**src/rtl/block_sf_mult_sched.sv**
```systemverilog
// Stereo sum/difference scaler that time-shares one sequential multiplier:
// (L+R)<<3 * Ks first, then (L-R)<<3 * Kd, then both results commit together.
module block_sf_mult_sched #(
  parameter int N       = 18,
  parameter int M       = 4,
  parameter int TIMEOUT = 63
) (
  input  logic                clock,
  input  logic                reset,
  input  logic                sample_strobe,
  input  logic signed [N-1:0] LEFT,
  input  logic signed [N-1:0] RIGHT,
  input  logic [M-1:0]        Ks,
  input  logic [M-1:0]        Kd,
  output logic                mult_start,
  output logic signed [N-1:0] mult_A,
  output logic signed [M:0]   mult_B,
  input  logic                mult_ready,
  input  logic signed [N-1:0] mult_R,
  output logic signed [N-1:0] LI_in_LpR,
  output logic signed [N-1:0] LI_in_LmR,
  output logic                out_valid,
  output logic                overrun,
  output logic                timeout_err,
  output logic [2:0]          o_dbg_state
);

  localparam int CW = (TIMEOUT > 1) ? $clog2(TIMEOUT + 1) : 1;
  localparam logic [CW-1:0] LP_WAIT_LAST = CW'(TIMEOUT - 1);

  localparam logic [2:0] IDLE    = 3'd0;
  localparam logic [2:0] ISSUE_S = 3'd1;
  localparam logic [2:0] WAIT_S  = 3'd2;
  localparam logic [2:0] ISSUE_D = 3'd3;
  localparam logic [2:0] WAIT_D  = 3'd4;
  localparam logic [2:0] COMMIT  = 3'd5;

  logic [2:0]          r_state;
  logic signed [N-1:0] r_sum;
  logic signed [N-1:0] r_dif;
  logic signed [M:0]   r_bs;
  logic signed [M:0]   r_bd;
  logic signed [N-1:0] r_prod_s;
  logic signed [N-1:0] r_prod_d;
  logic [CW-1:0]       r_wait_cnt;
  logic signed [N-1:0] r_lpr;
  logic signed [N-1:0] r_lmr;
  logic                r_out_valid;
  logic                r_overrun;
  logic                r_timeout;

  logic signed [N-1:0] w_sum;
  logic signed [N-1:0] w_dif;
  logic                w_d_phase;

  assign w_sum = (LEFT + RIGHT) << 3;
  assign w_dif = (LEFT - RIGHT) << 3;
  assign w_d_phase = (r_state == ISSUE_D) || (r_state == WAIT_D);

  // Multiplier handshake: mult_start is a one-cycle request while mult_A/mult_B
  // are held steady; the multiplier drops mult_ready by the cycle after it
  // samples start and raises it with mult_R valid. WAIT states never look at
  // mult_ready during the ISSUE cycle, so a stale idle-ready cannot be taken.
  assign mult_start = (r_state == ISSUE_S) || (r_state == ISSUE_D);
  assign mult_A     = w_d_phase ? r_dif : r_sum;
  assign mult_B     = w_d_phase ? r_bd  : r_bs;

  assign LI_in_LpR   = r_lpr;
  assign LI_in_LmR   = r_lmr;
  assign out_valid   = r_out_valid;
  assign overrun     = r_overrun;
  assign timeout_err = r_timeout;
  assign o_dbg_state = r_state;

  always_ff @(posedge clock) begin
    if (reset) begin
      r_state     <= IDLE;
      r_sum       <= '0;
      r_dif       <= '0;
      r_bs        <= '0;
      r_bd        <= '0;
      r_prod_s    <= '0;
      r_prod_d    <= '0;
      r_wait_cnt  <= '0;
      r_lpr       <= '0;
      r_lmr       <= '0;
      r_out_valid <= 1'b0;
      r_overrun   <= 1'b0;
      r_timeout   <= 1'b0;
    end else begin
      r_out_valid <= 1'b0;
      // Any strobe outside IDLE (COMMIT included) is dropped.
      if (sample_strobe && (r_state != IDLE)) begin
        r_overrun <= 1'b1;
      end
      case (r_state)
        IDLE: begin
          if (sample_strobe) begin
            r_sum   <= w_sum;
            r_dif   <= w_dif;
            r_bs    <= {1'b0, Ks};
            r_bd    <= {1'b0, Kd};
            r_state <= ISSUE_S;
          end
        end
        ISSUE_S: begin
          r_wait_cnt <= '0;
          r_state    <= WAIT_S;
        end
        WAIT_S: begin
          if (mult_ready) begin
            r_prod_s <= mult_R;
            r_state  <= ISSUE_D;
          end else if (r_wait_cnt == LP_WAIT_LAST) begin
            r_timeout <= 1'b1;
            r_state   <= IDLE;
          end else begin
            r_wait_cnt <= r_wait_cnt + 1'b1;
          end
        end
        ISSUE_D: begin
          r_wait_cnt <= '0;
          r_state    <= WAIT_D;
        end
        WAIT_D: begin
          if (mult_ready) begin
            r_prod_d <= mult_R;
            r_state  <= COMMIT;
          end else if (r_wait_cnt == LP_WAIT_LAST) begin
            r_timeout <= 1'b1;
            r_state   <= IDLE;
          end else begin
            r_wait_cnt <= r_wait_cnt + 1'b1;
          end
        end
        COMMIT: begin
          r_lpr       <= r_prod_s;
          r_lmr       <= r_prod_d;
          r_out_valid <= 1'b1;
          r_state     <= IDLE;
        end
        default: begin
          r_state <= IDLE;
        end
      endcase
    end
  end

endmodule

```
**config.mk**
```make
export PLATFORM = sky130hd
export DESIGN_NAME = block_sf_mult_sched
export DESIGN_NICKNAME = d
export VERILOG_FILES = /design/src/rtl/block_sf_mult_sched.sv
export SDC_FILE = /design/constraint.sdc
export NUM_CORES = 1
export LEC_CHECK = 0
export ABC_AREA = 0
export BUFFER_PORTS_ARGS = -buffer_cell sky130_fd_sc_hd__buf_4
export CAP_MARGIN = 20
export CORE_ASPECT_RATIO = 1.2
export CORE_MARGIN = 2
export CORE_UTILIZATION = 58
export DETAILED_ROUTE_END_ITERATION = 8
export PLACE_DENSITY = 0.89
export SYNTH_ARGS = -nofsm -noshare
export SYNTH_HDL_FRONTEND = slang
export SYNTH_SLANG_ARGS = --single-unit
```
**constraint.sdc**
```tcl
create_clock -name clock -period 3.7 [get_ports clock]
set_input_delay 0.555 -clock clock [delete_from_list [all_inputs] [get_ports clock]]
set_output_delay 0.555 -clock clock [all_outputs]
set_load 0.005 [all_outputs]
```
==> results of run 1 <==
## worst min-delay path, cell delays in order
cell	delay (ns)
buf_4	0.11
nand2_1	0.05
a21oi_1	0.05
## cell usage in the layout, fill, tap and decap left out, types with 4 or more instances in the layout
cell type and count:
nor3_1 12, nand3b_1 5, a21oi_1 114, bufinv_16 5, mux2_1 16, xnor2_1 13
nand2b_1 7, dfxtp_1 121, o21a_1 7, ha_1 30, clkinvlp_4 4, buf_4 127
nand2_1 185, o31a_1 4, or3_1 7, o21bai_1 4, nand3_1 7, o21ai_0 4
conb_1 4, o31ai_1 5, xor2_1 6, nor2b_1 6, inv_1 25, clkbuf_16 17
a311oi_1 5, and3_1 8, nand4_1 6, inv_2 5, nor2_1 49, mux2i_1 5
o21ai_1 11, a211oi_1 8
## power by group through the flow
| stage | clock network (uW) | logic [uW] | registers [uW] |
|---|---|---|---|
| 5_1_grt | 1910 | 594 | 1400 |
| 4_1_cts | 1860 | 536 | 1400 |
| 3_3_place_gp | 0 | 516 | 1420 |
| 2_1_floorplan | 0 | 369 | 1410 |
| 6_report | 1840 | 542 | 1400 |
| 3_5_place_dp | 0 | 530 | 1420 |
## metrics by stage
step	utilization	cell area, um^2	std cells
after floorplan	-	6040	760
after global placement	0.684	6880	963
after detailed placement	0.684	6880	963
after CTS	0.750	7550	995
after global routing	0.751	7560	996
final	0.751	7560	996
## kinds of logic after synthesis
logic type      Yosys count  share of synthesized area
compound gates          182                      0.179
xor+xnor                 19                     0.0276
fa+ha+maj                32                     0.0689
buf+inv                  80                     0.0656
flops                   121                      0.402
mux                      23                     0.0419
other cells               1                   0.000622
simple gates            299                      0.214
## layout make-up
class / instances / area [um^2]
Clock buffer: 19 / 453
Timing Repair Buffer: 128 / 965
Sequential cell: 121 / 2420
Multi-Input combinational cell: 559 / 3230
Inverter: 30 / 113
Fill cell: 702 / 2500
Clock inverter: 13 / 215
Tap cell: 126 / 158
## layer usage
layer | vias up | global-route usage
met4 | 0 | 0.143
li1 | 2749 | -
met5 | - | 0
met2 | 259 | 0.470
met1 | 2663 | 0.308
met3 | 42 | 0.0663
## flip-flops by register name, summed over array words and instances, names as in the netlist
signal       flops
out_valid        1
r_prod_s        18
r_bd             4
o_dbg_state      3
timeout_err      1
r_prod_d        18
LI_in_LpR       18
r_sum           14
LI_in_LmR       18
overrun          1
r_wait_cnt       6
r_bs             4
r_dif           15
## final timing paths
check	startpoint	end	slack (ns)	depth (start not counted)
max	o_dbg_state[2]	mult_A[17]	0.60	4
min	Ks[0]	r_bs[0]	0.40	3
max reg2reg	o_dbg_state[2]	r_wait_cnt[3]	1.70	6
min reg2reg	r_prod_s[14]	LI_in_LpR[14]	0.45	2
==> reports/results.ini, run 1 <==
[status]
status=complete, no violations

[critical_path]
path_buf_inv=1
critPathKind=reg2out
crit_slowest_cell=o21ai_2
cp.arrival_ns=2.54
path_delay_family=compound AO/OA/AOI/OAI gates
cp.required_ns=3.14
crit_path_end_kind=primary output
cp_slowest_stage_delay_ns=0.80
cp_cell_sequence=nand2b_1 -> o21ai_2 -> mux2_1 -> buf_4
critPathMaxFanout=18
start_kind=flip-flop

[cts]
cts-root-buf=clkbuf_16
numCtsBuffers=17
clockBufferDepth=2
htree_levels=4
insertion_delay_ns=0.41
cts-resized-gates=0
cts_hold_buf=0
clkTransAtPathRegs_ns=0.06
cts_tree=built
cts_setup_buffers=0
cts.sinks=121

[power]
power.leakage_uw=0.00316
power_density_nw_per_um2=500
switching_share=0.249
power_frac_clock=0.487
peakVddDrop_mv=0.224
p_seq_frac=0.370
p_comb_frac=0.143
power_switching_uw=939
internal-power_uw=2840
finalPower_uw=3780

[timing]
rsz0062_at_grt=false
setup_viol=0
setup_ws_ns=0.602
period_share=0.837
skew_ns=0.00689
tns_ns=0
relSlewSlack=0.328
hold_ws_ns=0.398
layout_min_cycle_time_ns=3.10
slew_violations=0
fmax_mhz=323
worst_pin_slew_ns=1.01
final-hold-violation-count=0

[detailed_routing]
route.met3.wl_um=1130
via_per_inst=5.74
met1_length_um=6010
highest_layer=met4
wire_per_inst_um=15.5
drt-total-wl_um=15400
wl_met2_um=7730
drc_errors=0
drt_iter0_drc=364
vias=5713
ant_nets=0
drt-pass1-iter-count=5

[grt]
antenna_found_initial=0
first_global_vias=5430
overflow=0
grt_start_max_net_pins=82
grt_pass1_wl_um=24600
grt_usage=0.269

[placed_design]
hpwlAfterDp_um=10800
port_buffers=121
place.gp.congestion=0.938
dpl_worst_slack_ns=0.709

[synth]
ys_warn_count=0
netlist_instances=757
yosysSeqAreaShare=0.402
synth_top_area_cell=dfxtp_1
synthFlopType=dfxtp_1
ys_ff_latch=121
ys_types=57
synth_common_cells=185 x nand2_1, 121 x dfxtp_1, 114 x a21oi_1
synth_top_area_frac=0.402
netlist_area_um2=6030
synthMostInstantiatedCell=nand2_1
synth_edf_count=0
synth-async-reset-ratio=0
synth_area_leaders=dfxtp_1 40%, nand2_1 12%, a21oi_1 9.5%
syn_avg_cell_area_um2=7.96

[floorplanning]
io_pins=132
core-area_um2=10100
start_util=0.599
num_rows=40
die_x_um=97.1
dieHeight_um=116
die_area_um2=11200

[layout]
drive_above_1_share=0.203
fin_nets=955
n_antenna_cell=0
area_growth_pct=25.4

[flow_run]
cap_viol_max_count=0

[worst_hold_path]
worstHoldPathType=in2reg

(Power assumes the default switching activity.)
==> run 2, diff against run 1 <==
--- a/config.mk
+++ b/config.mk
@@ -10,9 +10,9 @@
 export CAP_MARGIN = 20
 export CORE_ASPECT_RATIO = 1.2
 export CORE_MARGIN = 2
-export CORE_UTILIZATION = 58
+export CORE_UTILIZATION = 55
 export DETAILED_ROUTE_END_ITERATION = 8
-export PLACE_DENSITY = 0.89
+export PLACE_DENSITY = 0.86
 export SYNTH_ARGS = -nofsm -noshare
 export SYNTH_HDL_FRONTEND = slang
 export SYNTH_SLANG_ARGS = --single-unit
==> constraint.sdc (replaced) <==
create_clock -name clock -period 3.1 [get_ports clock]
set_input_delay 0.465 -clock clock [delete_from_list [all_inputs] [get_ports clock]]
set_output_delay 0.465 -clock clock [all_outputs]
set_load 0.005 [all_outputs]
==> reports/results.ini, run 2 (same netlist as run 1, synthesis figures left out) <==
[status]
status=complete, no violations

[floorplanning]
start_util=0.568  ; -0.0316
die_x_um=99.6  ; +2.6%
die_area_um2=11800  ; +5.2%
num_rows=41  ; +2.5%
io_pins=132  ; unchanged
dieHeight_um=119  ; +2.6%
core-area_um2=10600  ; +5.6%

[power]
internal-power_uw=3110  ; +9.5%
power_density_nw_per_um2=567  ; +13%
p_comb_frac=0.150  ; +0.007
peakVddDrop_mv=0.252  ; +12%
power_frac_clock=0.458  ; -0.029
p_seq_frac=0.392  ; +0.022
power_switching_uw=1140  ; +21%
switching_share=0.269  ; +0.0198
power.leakage_uw=0.00314  ; -0.54%

[cts]
clkTransAtPathRegs_ns=0.05  ; about the same
cts-root-buf=clkbuf_16
cts_hold_buf=0  ; unchanged
cts-resized-gates=0  ; unchanged
htree_levels=4  ; unchanged
clockBufferDepth=2  ; unchanged
cts.sinks=121  ; unchanged
numCtsBuffers=17  ; unchanged
insertion_delay_ns=0.41  ; about the same
cts_tree=built
cts_setup_buffers=0  ; unchanged

[timing]
relSlewSlack=0.325  ; -0.00230
worst_pin_slew_ns=1.01  ; +0.00346 ns
setup_viol=0  ; unchanged
slew_violations=0  ; unchanged
layout_min_cycle_time_ns=2.87
fmax_mhz=349
final-hold-violation-count=0  ; unchanged
period_share=0.925
skew_ns=0.00610  ; -0.000789 ns
rsz0062_at_grt=false
tns_ns=0  ; unchanged

[critical_path]
cp.required_ns=2.63  ; -0.51 ns
cp.arrival_ns=2.40  ; -0.14 ns
crit_path_end_kind=primary output
start_kind=flip-flop
critPathKind=reg2out
critPathMaxFanout=18  ; unchanged

[detailed_routing]
drc_errors=0  ; unchanged
ant_nets=0  ; unchanged
drt_iter0_drc=321  ; -12%
drt-total-wl_um=14900  ; -3.5%
via_per_inst=5.50  ; -4.1%
wire_per_inst_um=14.9  ; -3.9%
vias=5509  ; -3.6%
drt-pass1-iter-count=5  ; unchanged

[layout]
n_antenna_cell=0  ; unchanged
seq_area_um2=2420  ; unchanged
drive_above_1_share=0.205  ; +0.00183
layout_commonest_cell=nand2_1
most-common-layout-cells=185 x nand2_1, 130 x buf_4, 121 x dfxtp_1
fin_nets=957  ; +0.21%
fillers=850  ; +21%
area_growth_pct=24.3
multiInputGateArea_um2=3230  ; unchanged
layout.cells.non_filler=1001  ; +0.50%

[grt]
grt_usage=0.252  ; -0.0178
grt_start_max_net_pins=73  ; -11%
antenna_found_initial=0  ; unchanged
overflow=0  ; unchanged
grt_pass1_wl_um=23900  ; -3.0%
first_global_vias=5280  ; -2.8%

[worst_hold_path]
worstHoldPathType=in2reg

[placed_design]
port_buffers=121  ; unchanged
hpwlAfterDp_um=10200  ; -5.1%
place.gp.congestion=0.931  ; -0.76%
dp_cells=969  ; +0.62%

[flow_run]
cap_viol_max_count=0  ; unchanged

==> run 2: cell count changes in the layout (fill, tap and decap cells not counted), sizes merged <==
cell	change
clkinv	+4
clkinvlp	-2
clkbuf	-2
inv	+3
bufinv	-3
buf	+2
==> run 2: power groups by stage <==
stage / Sequential, uW / Combinational, uW / Clock [uW]
floorplan: 1680 / 440 / 0
global placement: 1690 / 621 / 0
detailed placement: 1700 / 629 / 0
CTS: 1660 / 635 / 1960
global route: 1670 / 706 / 2030
finish: 1660 / 639 / 1950
==> run 2: layer usage <==
layer  wire [um]  up-vias  global-route usage  part of all wire
li1            -     2748                   -                 -
met1        6150     2523               0.294              0.41
met2        7490      205               0.438              0.50
met3         836       33              0.0491             0.056
met4         435        0               0.118             0.029
met5           0        -                   0                 0
==> run 2: metrics by stage <==
step / area (um^2) / hold slack (ns) / total power (uW) / setup slack, ns / util
5_1_grt: 7500 / 0.301 / 4400 / 0.127 / 0.706
3_5_place_dp: 6900 / 0.442 / 2330 / 0.262 / 0.650
3_3_place_gp: 6900 / 0.433 / 2310 / 0.292 / 0.650
6_report: 7500 / 0.308 / 4250 / 0.234 / 0.706
4_1_cts: 7500 / 0.297 / 4260 / 0.184 / 0.706
2_1_floorplan: 6040 / 0.421 / 2120 / 0.583 / -
==> run 2: cell type report <==
type / count / share of cell area
inverter: 30 / 0.0150
tap: 129 / 0.0215
multi-input combinational: 559 / 0.431
clock inverter: 15 / 0.0222
timing repair buffer: 130 / 0.130
clock buffer: 17 / 0.0568
sequential: 121 / 0.323
==> run 2: final timing paths <==
kind,slack (ns),startpoint,depth (start not counted),endpoint
hold reg to reg,0.45,r_dif[5],2,r_dif[5]
setup / recovery,0.23,o_dbg_state[1],4,mult_A[8]
setup reg to reg,1.00,o_dbg_state[0],5,r_dif[17]
hold / removal,0.31,Ks[2],3,r_bs[2]
==> run 2: critical path, cell delays in order (launching register included) <==
cell and delay [ns]:
dfxtp_1 0.39, nand2b_1 0.22, o21ai_2 0.78, mux2_2 0.45, buf_4 0.14
==> run 3, diff against run 2 <==
--- a/config.mk
+++ b/config.mk
@@ -9,7 +9,7 @@
 export BUFFER_PORTS_ARGS = -buffer_cell sky130_fd_sc_hd__buf_4
 export CAP_MARGIN = 20
 export CORE_ASPECT_RATIO = 1.2
-export CORE_MARGIN = 2
+export CORE_MARGIN = 1
 export CORE_UTILIZATION = 55
 export DETAILED_ROUTE_END_ITERATION = 8
 export PLACE_DENSITY = 0.86
==> reports/results.ini, run 3 (same netlist as run 1, synthesis figures left out) <==
[critical_path]
critPathKind=reg2out
regToRegSetupSlack_ns=1.18  ; +0.18 ns
start_kind=flip-flop
cp_cell_sequence=nand2b_1 -> o21ai_2 -> mux2_2 -> buf_4
rr_worst_depth=5  ; unchanged
startpoint=o_dbg_state[1]
timing.rr.start=o_dbg_state[0]
cp.arrival_ns=2.42  ; +0.02 ns
crit_path_end_kind=primary output
reg2reg_to=r_dif[17]
critPathMaxFanout=18  ; unchanged
cp.required_ns=2.63  ; about the same
crit_slowest_cell=o21ai_2
cp_slowest_stage_delay_ns=0.81  ; +0.03 ns

[timing]
rsz0062_at_grt=false
worst_pin_slew_ns=1.04  ; +0.0243 ns
slew_violations=0  ; unchanged
period_share=0.930  ; +0.00554
layout_min_cycle_time_ns=2.88  ; +0.0172 ns
tns_ns=0  ; unchanged
skew_ns=0.00723  ; +0.00113 ns
relSlewSlack=0.309  ; -0.0163
final-hold-violation-count=0  ; unchanged
fmax_mhz=347  ; -0.60%
hold_ws_ns=0.300  ; -0.00826 ns
setup_viol=0  ; unchanged

[layout]
fin_nets=959  ; +0.21%
seq_area_um2=2420  ; unchanged
layout_commonest_cell=nand2_1
most-common-layout-cells=185 x nand2_1, 132 x buf_4, 121 x dfxtp_1
multiInputGateArea_um2=3230  ; unchanged
fillers=872  ; +2.6%
final_area_um2=7510  ; +0.23%
final_core_util=0.711  ; +0.00508
layout.cells.non_filler=1001  ; unchanged
area_growth_pct=24.6
n_antenna_cell=0  ; unchanged
drive_above_1_share=0.203  ; -0.00229

[placed_design]
hpwlAfterDp_um=10300  ; +1.2%
dpl_cell_area_um2=6920  ; +0.22%
place.gp.congestion=0.968  ; +4.0%
dp_cells=971  ; +0.21%
port_buffers=121  ; unchanged

[cts]
cts-resized-gates=0  ; unchanged
clockBufferDepth=2  ; unchanged
clkTransAtPathRegs_ns=0.05  ; about the same
numCtsBuffers=17  ; unchanged
insertion_delay_ns=0.41  ; about the same
cts-root-buf=clkbuf_16
cts_tree=built
htree_levels=4  ; unchanged
cts_setup_buffers=0  ; unchanged
cts_hold_buf=0  ; unchanged
cts.sinks=121  ; unchanged

[grt]
grt_start_max_net_pins=59  ; -19%
grt_usage=0.261  ; +0.00922
overflow=0  ; unchanged
antenna_found_initial=0  ; unchanged
first_global_vias=5039  ; -4.6%
grt_pass1_wl_um=23500  ; -1.8%

[flow_run]
cap_viol_max_count=0  ; unchanged

[worst_hold_path]
hold_path_startpoint=Ks[0]
whs_path_depth=3  ; unchanged
holdPathEnd=r_bs[0]
worstHoldPathType=in2reg

[floorplanning]
num_rows=41  ; unchanged
core-area_um2=10600  ; -0.48%
die_area_um2=11400  ; -3.7%
start_util=0.570  ; +0.00276
dieHeight_um=117  ; -1.7%
io_pins=132  ; unchanged
die_x_um=97.6  ; -2.0%

[detailed_routing]
wire_per_inst_um=14.8  ; -0.55%
vias=5536  ; +0.49%
via_per_inst=5.53  ; +0.49%
drt_iter0_drc=290  ; -9.7%
ant_nets=0  ; unchanged
drt-pass1-iter-count=5  ; unchanged
drc_errors=0  ; unchanged
drt-total-wl_um=14800  ; -0.55%

[power]
power_density_nw_per_um2=569  ; +0.38%
power.leakage_uw=0.00315  ; +0.37%
peakVddDrop_mv=0.303  ; +20%

[status]
status=complete, no violations

[run 3: critical path, delay by kind of cell, from the launching register on]
family | cells | cell delay (ns)
simple gates | 1 | 0.22
compound gates | 1 | 0.81
flops | 1 | 0.39
buf+inv | 1 | 0.14
mux | 1 | 0.45
[run 3: area by class of cell]
| cell class | count | share of cell area |
|---|---|---|
| Multi-Input combinational cell | 559 | 0.430 |
| Sequential cell | 121 | 0.322 |
| Timing Repair Buffer | 132 | 0.132 |
| Clock buffer | 22 | 0.0631 |
| Tap cell | 129 | 0.0215 |
| Clock inverter | 8 | 0.0160 |
| Inverter | 30 | 0.0150 |
[run 3: through the flow]
stage | power [uW] | setup WS [ns]
final | 4270 | 0.217
after global routing | 4440 | 0.0876
after CTS | 4290 | 0.175
after detailed placement | 2340 | 0.266
after global placement | 2320 | 0.274
after floorplan | 2120 | 0.583
[run 3: worst max-delay path by stage]
stage	to	slack [ns]
final	mult_A[8]	0.22
after global routing	mult_A[8]	0.09
after CTS	mult_A[8]	0.17
after detailed placement	r_sum[15]	0.27
after global placement	r_sum[15]	0.27
after floorplan	r_sum[15]	0.58
[run 3: report_power, final]
group	switching (uW)	total (uW)	internal, uW
registers	36.6	1660	1630
clock network	649	1960	1310
logic	362	651	289
[run 3: metal layers]
metal / routed length [um] / track usage / share of wire / vias up
li1: - / - / - / 2747
met3: 912 / 0.0598 / 0.062 / 52
met1: 5970 / 0.297 / 0.40 / 2507
met5: 0 / 0 / 0 / -
met2: 7230 / 0.445 / 0.49 / 230
met4: 709 / 0.169 / 0.048 / 0
